<file path="config.mk">
export PLATFORM = sky130hd
export DESIGN_NAME = param_ring_router
export DESIGN_NICKNAME = d
export VERILOG_FILES = /design/src/rtl/param_ring_router.sv
export SDC_FILE = /design/constraint.sdc
export NUM_CORES = 2
export LEC_CHECK = 0
export CAP_MARGIN = 10
export CORE_AREA = 3 3 576 349
export CTS_CLUSTER_DIAMETER = 30
export DETAILED_ROUTE_END_ITERATION = 6
export DIE_AREA = 0 0 579 352
export GPL_TIMING_DRIVEN = 0
export PLACE_DENSITY = 0.61
export REMOVE_ABC_BUFFERS = 1
export SLEW_MARGIN = 20
export SYNTH_ARGS = -nofsm -noshare
export SYNTH_HDL_FRONTEND = slang
export SYNTH_SLANG_ARGS = --single-unit
export TNS_END_PERCENT = 100
</file>
<file path="constraint.sdc">
create_clock -name clk -period 7.5 [get_ports clk]
set_input_delay 1.5 -clock clk [delete_from_list [all_inputs] [get_ports clk]]
set_output_delay 1.5 -clock clk [all_outputs]
set_load 0.05 [all_outputs]
</file>
<file path="src/rtl/param_ring_router.sv">
// Three-port ring router (cw, ccw, pe) with two polarity-phased VC FIFOs per input and one output register per link.
// Optional macro RING_PRIORITY_EN: cw/ccw outputs give the ring input fixed priority over pe.
module param_ring_router #(
    parameter int PAC_WIDTH = 64,
    parameter int BUF_DEPTH = 4
) (
    input  logic                 clk,
    input  logic                 reset,
    input  logic                 polarity,
    input  logic                 cwsi,
    input  logic                 ccwsi,
    input  logic                 pesi,
    output logic                 cwri,
    output logic                 ccwri,
    output logic                 peri,
    input  logic [PAC_WIDTH-1:0] cwdi,
    input  logic [PAC_WIDTH-1:0] ccwdi,
    input  logic [PAC_WIDTH-1:0] pedi,
    output logic                 cwso,
    output logic                 ccwso,
    output logic                 peso,
    input  logic                 cwro,
    input  logic                 ccwro,
    input  logic                 pero,
    output logic [PAC_WIDTH-1:0] cwdo,
    output logic [PAC_WIDTH-1:0] ccwdo,
    output logic [PAC_WIDTH-1:0] pedo
);
    localparam int AW     = $clog2(BUF_DEPTH);
    localparam int HOP_HI = PAC_WIDTH - 9;
    localparam int HOP_LO = PAC_WIDTH - 16;
    localparam int IN_PE  = 2;
    // Requesters per output (index 0 = cw, 1 = ccw, 2 = pe); A is the ring side.
    localparam int REQ_A [3] = '{0, 1, 0};
    localparam int REQ_B [3] = '{2, 2, 1};
`ifdef RING_PRIORITY_EN
    localparam logic [2:0] FIXED_PRIO = 3'b011;
`else
    localparam logic [2:0] FIXED_PRIO = 3'b000;
`endif

    typedef logic [PAC_WIDTH-1:0] pkt_t;
    typedef logic [AW:0]          ptr_t;

    pkt_t       mem_q    [3][2][BUF_DEPTH];
    pkt_t       mem_d    [3][2][BUF_DEPTH];
    ptr_t       wr_ptr_q [3][2];
    ptr_t       wr_ptr_d [3][2];
    ptr_t       rd_ptr_q [3][2];
    ptr_t       rd_ptr_d [3][2];
    logic [2:0] out_vld_q, out_vld_d;
    pkt_t       out_dat_q [3];
    pkt_t       out_dat_d [3];
    logic [2:0] rr_q, rr_d;

    logic [2:0] in_send, in_rdy, push, pop, head_vld, out_ro;
    pkt_t       in_dat [3];
    pkt_t       head   [3];
    pkt_t       fwd    [3];
    logic [1:0] dest   [3];
    logic       full   [3][2];
    logic       empty  [3][2];

    assign in_send   = {pesi, ccwsi, cwsi};
    assign out_ro    = {pero, ccwro, cwro};
    assign in_dat[0] = cwdi;
    assign in_dat[1] = ccwdi;
    assign in_dat[2] = pedi;

    always_comb begin
        for (int i = 0; i < 3; i++) begin
            for (int v = 0; v < 2; v++) begin
                full[i][v]  = (wr_ptr_q[i][v][AW] != rd_ptr_q[i][v][AW]) &&
                              (wr_ptr_q[i][v][AW-1:0] == rd_ptr_q[i][v][AW-1:0]);
                empty[i][v] = (wr_ptr_q[i][v] == rd_ptr_q[i][v]);
            end
        end
    end

    // Inputs write VC[polarity]; only heads of VC[~polarity] are routed this cycle.
    always_comb begin
        for (int i = 0; i < 3; i++) begin
            in_rdy[i]   = ~reset & ~full[i][polarity];
            push[i]     = in_send[i] & in_rdy[i];
            head[i]     = mem_q[i][~polarity][rd_ptr_q[i][~polarity][AW-1:0]];
            head_vld[i] = ~empty[i][~polarity];
            fwd[i]      = head[i];
            dest[i]     = 2'd2;
            if (i == IN_PE) begin
                dest[i] = head[i][PAC_WIDTH-2] ? 2'd1 : 2'd0;
            end else if (head[i][HOP_HI:HOP_LO] != 8'd0) begin
                dest[i] = 2'(i);
                fwd[i][HOP_HI:HOP_LO] = head[i][HOP_HI:HOP_LO] - 8'd1;
            end
        end
    end

    always_comb begin
        logic ra, rb, ga, gb, can_load;
        ra        = 1'b0;
        rb        = 1'b0;
        ga        = 1'b0;
        gb        = 1'b0;
        can_load  = 1'b0;
        pop       = '0;
        rr_d      = rr_q;
        out_vld_d = out_vld_q & ~out_ro;
        out_dat_d = out_dat_q;
        for (int o = 0; o < 3; o++) begin
            ra       = head_vld[REQ_A[o]] && (dest[REQ_A[o]] == 2'(o));
            rb       = head_vld[REQ_B[o]] && (dest[REQ_B[o]] == 2'(o));
            can_load = ~out_vld_q[o] | out_ro[o];
            ga       = ra & (~rb | ~rr_q[o] | FIXED_PRIO[o]);
            gb       = rb & ~ga;
            if (can_load && (ga || gb)) begin
                out_vld_d[o] = 1'b1;
                out_dat_d[o] = ga ? fwd[REQ_A[o]] : fwd[REQ_B[o]];
                if (ga) pop[REQ_A[o]] = 1'b1;
                else    pop[REQ_B[o]] = 1'b1;
                // Pointer turns to the loser only under real contention.
                if (ra && rb && !FIXED_PRIO[o]) rr_d[o] = ga;
            end
        end
    end

    always_comb begin
        mem_d    = mem_q;
        wr_ptr_d = wr_ptr_q;
        rd_ptr_d = rd_ptr_q;
        for (int i = 0; i < 3; i++) begin
            if (push[i]) begin
                mem_d[i][polarity][wr_ptr_q[i][polarity][AW-1:0]] = in_dat[i];
                wr_ptr_d[i][polarity] = wr_ptr_q[i][polarity] + ptr_t'(1);
            end
            if (pop[i]) begin
                rd_ptr_d[i][~polarity] = rd_ptr_q[i][~polarity] + ptr_t'(1);
            end
        end
    end

    always_ff @(posedge clk) begin
        mem_q <= mem_d;
        if (reset) begin
            wr_ptr_q  <= '{default: '0};
            rd_ptr_q  <= '{default: '0};
            out_vld_q <= '0;
            out_dat_q <= '{default: '0};
            rr_q      <= '0;
        end else begin
            wr_ptr_q  <= wr_ptr_d;
            rd_ptr_q  <= rd_ptr_d;
            out_vld_q <= out_vld_d;
            out_dat_q <= out_dat_d;
            rr_q      <= rr_d;
        end
    end

    assign cwri  = in_rdy[0];
    assign ccwri = in_rdy[1];
    assign peri  = in_rdy[2];
    assign cwso  = out_vld_q[0];
    assign ccwso = out_vld_q[1];
    assign peso  = out_vld_q[2];
    assign cwdo  = out_dat_q[0];
    assign ccwdo = out_dat_q[1];
    assign pedo  = out_dat_q[2];

endmodule

</file>
==> results.py <==
metrics = {
    "global_route": {
        "grt_pass1_vias": 39100,
        "grt_pass1_wl_mm": 291,
        "gr-usage-all-layers": 0.198,
        "grt_overflow": 0,
        "grt_max_degree": 96,
        "antenna_found_initial": 41,
    },
    "clock_tree": {
        "cts_made_buffers": 278,
        "ctsResizeCount": 0,
        "cts.sinks": 1770,
        "clockBufferDepth": 4,
        "clk_latency_ns": 0.81,
        "clock-root-buffer": "clkbuf_16",
        "h-tree-depth": 5,
        "post_cts.repair.setup_buffers": 0,
        "ctsHoldBuffers": 0,
        "clk_pin_slew_worst_paths_ns": 0.06,
        "cts_tree": "built",
    },
    "route": {
        "totalWireLength_mm": 205,
        "final_antenna_net_count": 0,
        "wire_per_inst_um": 27.7,
        "viasPerCell": 5.29,
        "vias": 39100,
        "drt-initial-drc-count": 4201,
        "drc_errors": 0,
        "first_pass_iters": 5,
    },
    "synth": {
        "synthTopCellsByCount": "edfxtp_1, nand2_1, mux4_2",
        "yosysSeqAreaShare": 0.740,
        "yosysTopAreaCell": "edfxtp_1",
        "synth.area.top_cells": "edfxtp_1, mux4_2, dfxtp_1",
        "syn_area_mm2": 0.0686,
        "synth_top_area_share": 0.672,
        "ys.flop_type": "edfxtp_1",
        "syn_inst": 3960,
        "post-synth-top-count-cell": "edfxtp_1",
        "synth.distinct_cells": 81,
        "synth-async-reset-ratio": 0,
        "ys_seq_elements": 1770,
        "syn_area_per_cell_um2": 17.3,
        "ys.warnings.count": 0,
        "synth_edf_count": 1536,
    },
    "sta": {
        "fin_skew_ns": 0.0465,
        "rsz0062_at_grt": "false",
        "finalCriticalPeriod_ns": 6.65,
        "final.period_utilization": 0.886,
        "finalSetupViolCount": 0,
        "tns_ns": 0,
        "whs_ns": 0.449,
        "hold_viol_final": 0,
        "fin_ws_ns": 0.852,
        "fmax_mhz": 150,
        "slew_viol_final": 0,
        "worstMarginPinSlew_ns": 1.11,
        "max_slew_margin": 0.256,
    },
    "critical_path": {
        "end_kind": "flop",
        "regToRegStartpoint": "rd_ptr_q[13]",
        "cp-start-kind": "primary input",
        "crit_start": "polarity",
        "worstPathMaxFanout": 70,
        "critPathRequiredTime_ns": 8.15,
        "worstPathCellList": "buf_8 -> buf_16 -> buf_16 -> mux2i_4 -> inv_6 -> mux4_2 -> o2bb2ai_1 -> nand4_1 -> o21ai_2 -> a211o_4 -> buf_16 -> a2bb2oi_1 -> a21oi_1",
        "crit_arrival_ns": 7.30,
        "slowest_stage": "a2bb2oi_1",
        "crit_path_frequent_cell": "buf_16",
        "crit_type": "primary input to flop",
        "critPathMaxStageDelay_ns": 0.69,
    },
    "floorplanning": {
        "core_area_mm2": 0.196,
        "die_h_um": 352,
        "ioPinCount": 399,
        "die_area_mm2": 0.204,
        "rows": 126,
        "start_util": 0.350,
        "die_w_um": 579,
    },
    "placed_design": {
        "place_congestion": 0.751,
        "place_inst": 6863,
        "io_buffers": 398,
        "place_ws_ns": 0.121,
        "dp_hpwl_mm": 134,
    },
    "power_and_ir_drop": {
        "pwr-share-comb": 0.107,
        "clkPwrFrac": 0.483,
        "leakage_uw": 0.0293,
        "power_per_cell_area_mw_per_mm2": 309,
        "vdd_drop_max_mv": 0.178,
        "pwr-share-seq": 0.410,
        "power.switching_uw": 6810,
        "netSwitchingFraction": 0.253,
        "power.total_uw": 27000,
        "p_int_uw": 20200,
    },
    "finish": {
        "layout.cells.non_filler": 7382,
        "drive_gt1_frac": 0.210,
        "fin_nets": 4739,
        "fill_cells": 16900,
        "areaGrowthSynthToFinish_pct": 27.2,
    },
    "hold_path": {
        "worstHoldStart": "cwdo[54]",
        "hold_class": "flop to flop",
    },
    "job": {
        "cap_violations": 0,
    },
    "outcome": {
        "outcome": "finished, final reports clean",
    },
}
## layout make-up
cell class / count / area (µm²) / share of cell area
flip-flops and latches: 1770 / 50800 / 0.582
multi-input cells: 1929 / 16800 / 0.193
clock buffers: 314 / 7250 / 0.0830
repair buffers: 519 / 6720 / 0.0769
well taps: 2624 / 3280 / 0.0376
clock inverters: 190 / 2280 / 0.0261
inverters: 21 / 111 / 0.00128
diodes: 15 / 37.5 / 0.000430
## worst max-delay path, delay by kind of cell
kind	cells	cell delay (ns)
AOI/OAI and AO/OA	5	2.35
buffers and inverters	5	1.74
muxes	2	0.90
and+or+nand+nor	1	0.57
## sequential cells by signal, summed over array words and instances, names as in the netlist
register and count:
pedo 64, ccwdo 64, cwdo 64, rd_ptr_q 18
wr_ptr_q 18, rr_q 3, out_vld_q 3, mem_q 1536
## cells in the final DEF (no fill, tap or decap), types with 56 or more instances in the layout
master and instances:
clkdlybuf4s50_1 396, nor2_1 174, dfxtp_1 233, a221oi_1 57
a21oi_1 98, buf_16 70, mux2i_1 158, mux4_2 295
nand2_1 512, edfxtp_1 1536, a2bb2oi_1 56, nand3_1 126
o211a_1 56, clkbuf_16 282
## through the flow
| step | cell area [µm²] | util |
|---|---|---|
| 5_1_grt | 87300 | 0.445 |
| 4_1_cts | 87300 | 0.445 |
| 3_5_place_dp | 77700 | 0.396 |
| 6_report | 87300 | 0.445 |
| 2_1_floorplan | 67500 | - |
| 3_3_place_gp | 74800 | 0.381 |
## final timing paths
| kind | cells after the start | end | slack, ns |
|---|---|---|---|
| setup / recovery | 13 | ccwdo[21] | 0.85 |
| hold / removal | 2 | cwdo[54] | 0.45 |
| setup reg to reg | 17 | pedo[63] | 2.16 |
| hold reg to reg | 2 | cwdo[54] | 0.45 |
## cell families after synthesis
family | after synthesis | synth area share
fa+ha+maj | 19 | 0.00346
buf+inv | 261 | 0.0169
mux | 473 | 0.124
simple gates | 917 | 0.0568
compound gates | 471 | 0.0525
xor+xnor | 49 | 0.00625
flops | 1770 | 0.740
## power by group through the flow
stage | combinational [µW] | sequential, µW | clock (µW)
after global routing | 3070 | 11100 | 13700
after global placement | 3130 | 11300 | 0
after detailed placement | 2910 | 11300 | 0
after floorplan | 1210 | 11600 | 0
final | 2890 | 11100 | 13000
after CTS | 2920 | 11100 | 13300
## routing by layer
layer | routed length, µm | vias up | track usage
li1 | - | 16800 | -
met1 | 88700 | 20300 | 0.285
met2 | 94100 | 1636 | 0.302
met4 | 4390 | 18 | 0.0477
met5 | 134 | - | 0
met3 | 17200 | 328 | 0.0460
No activity file was read; power rests on OpenSTA's default activity.
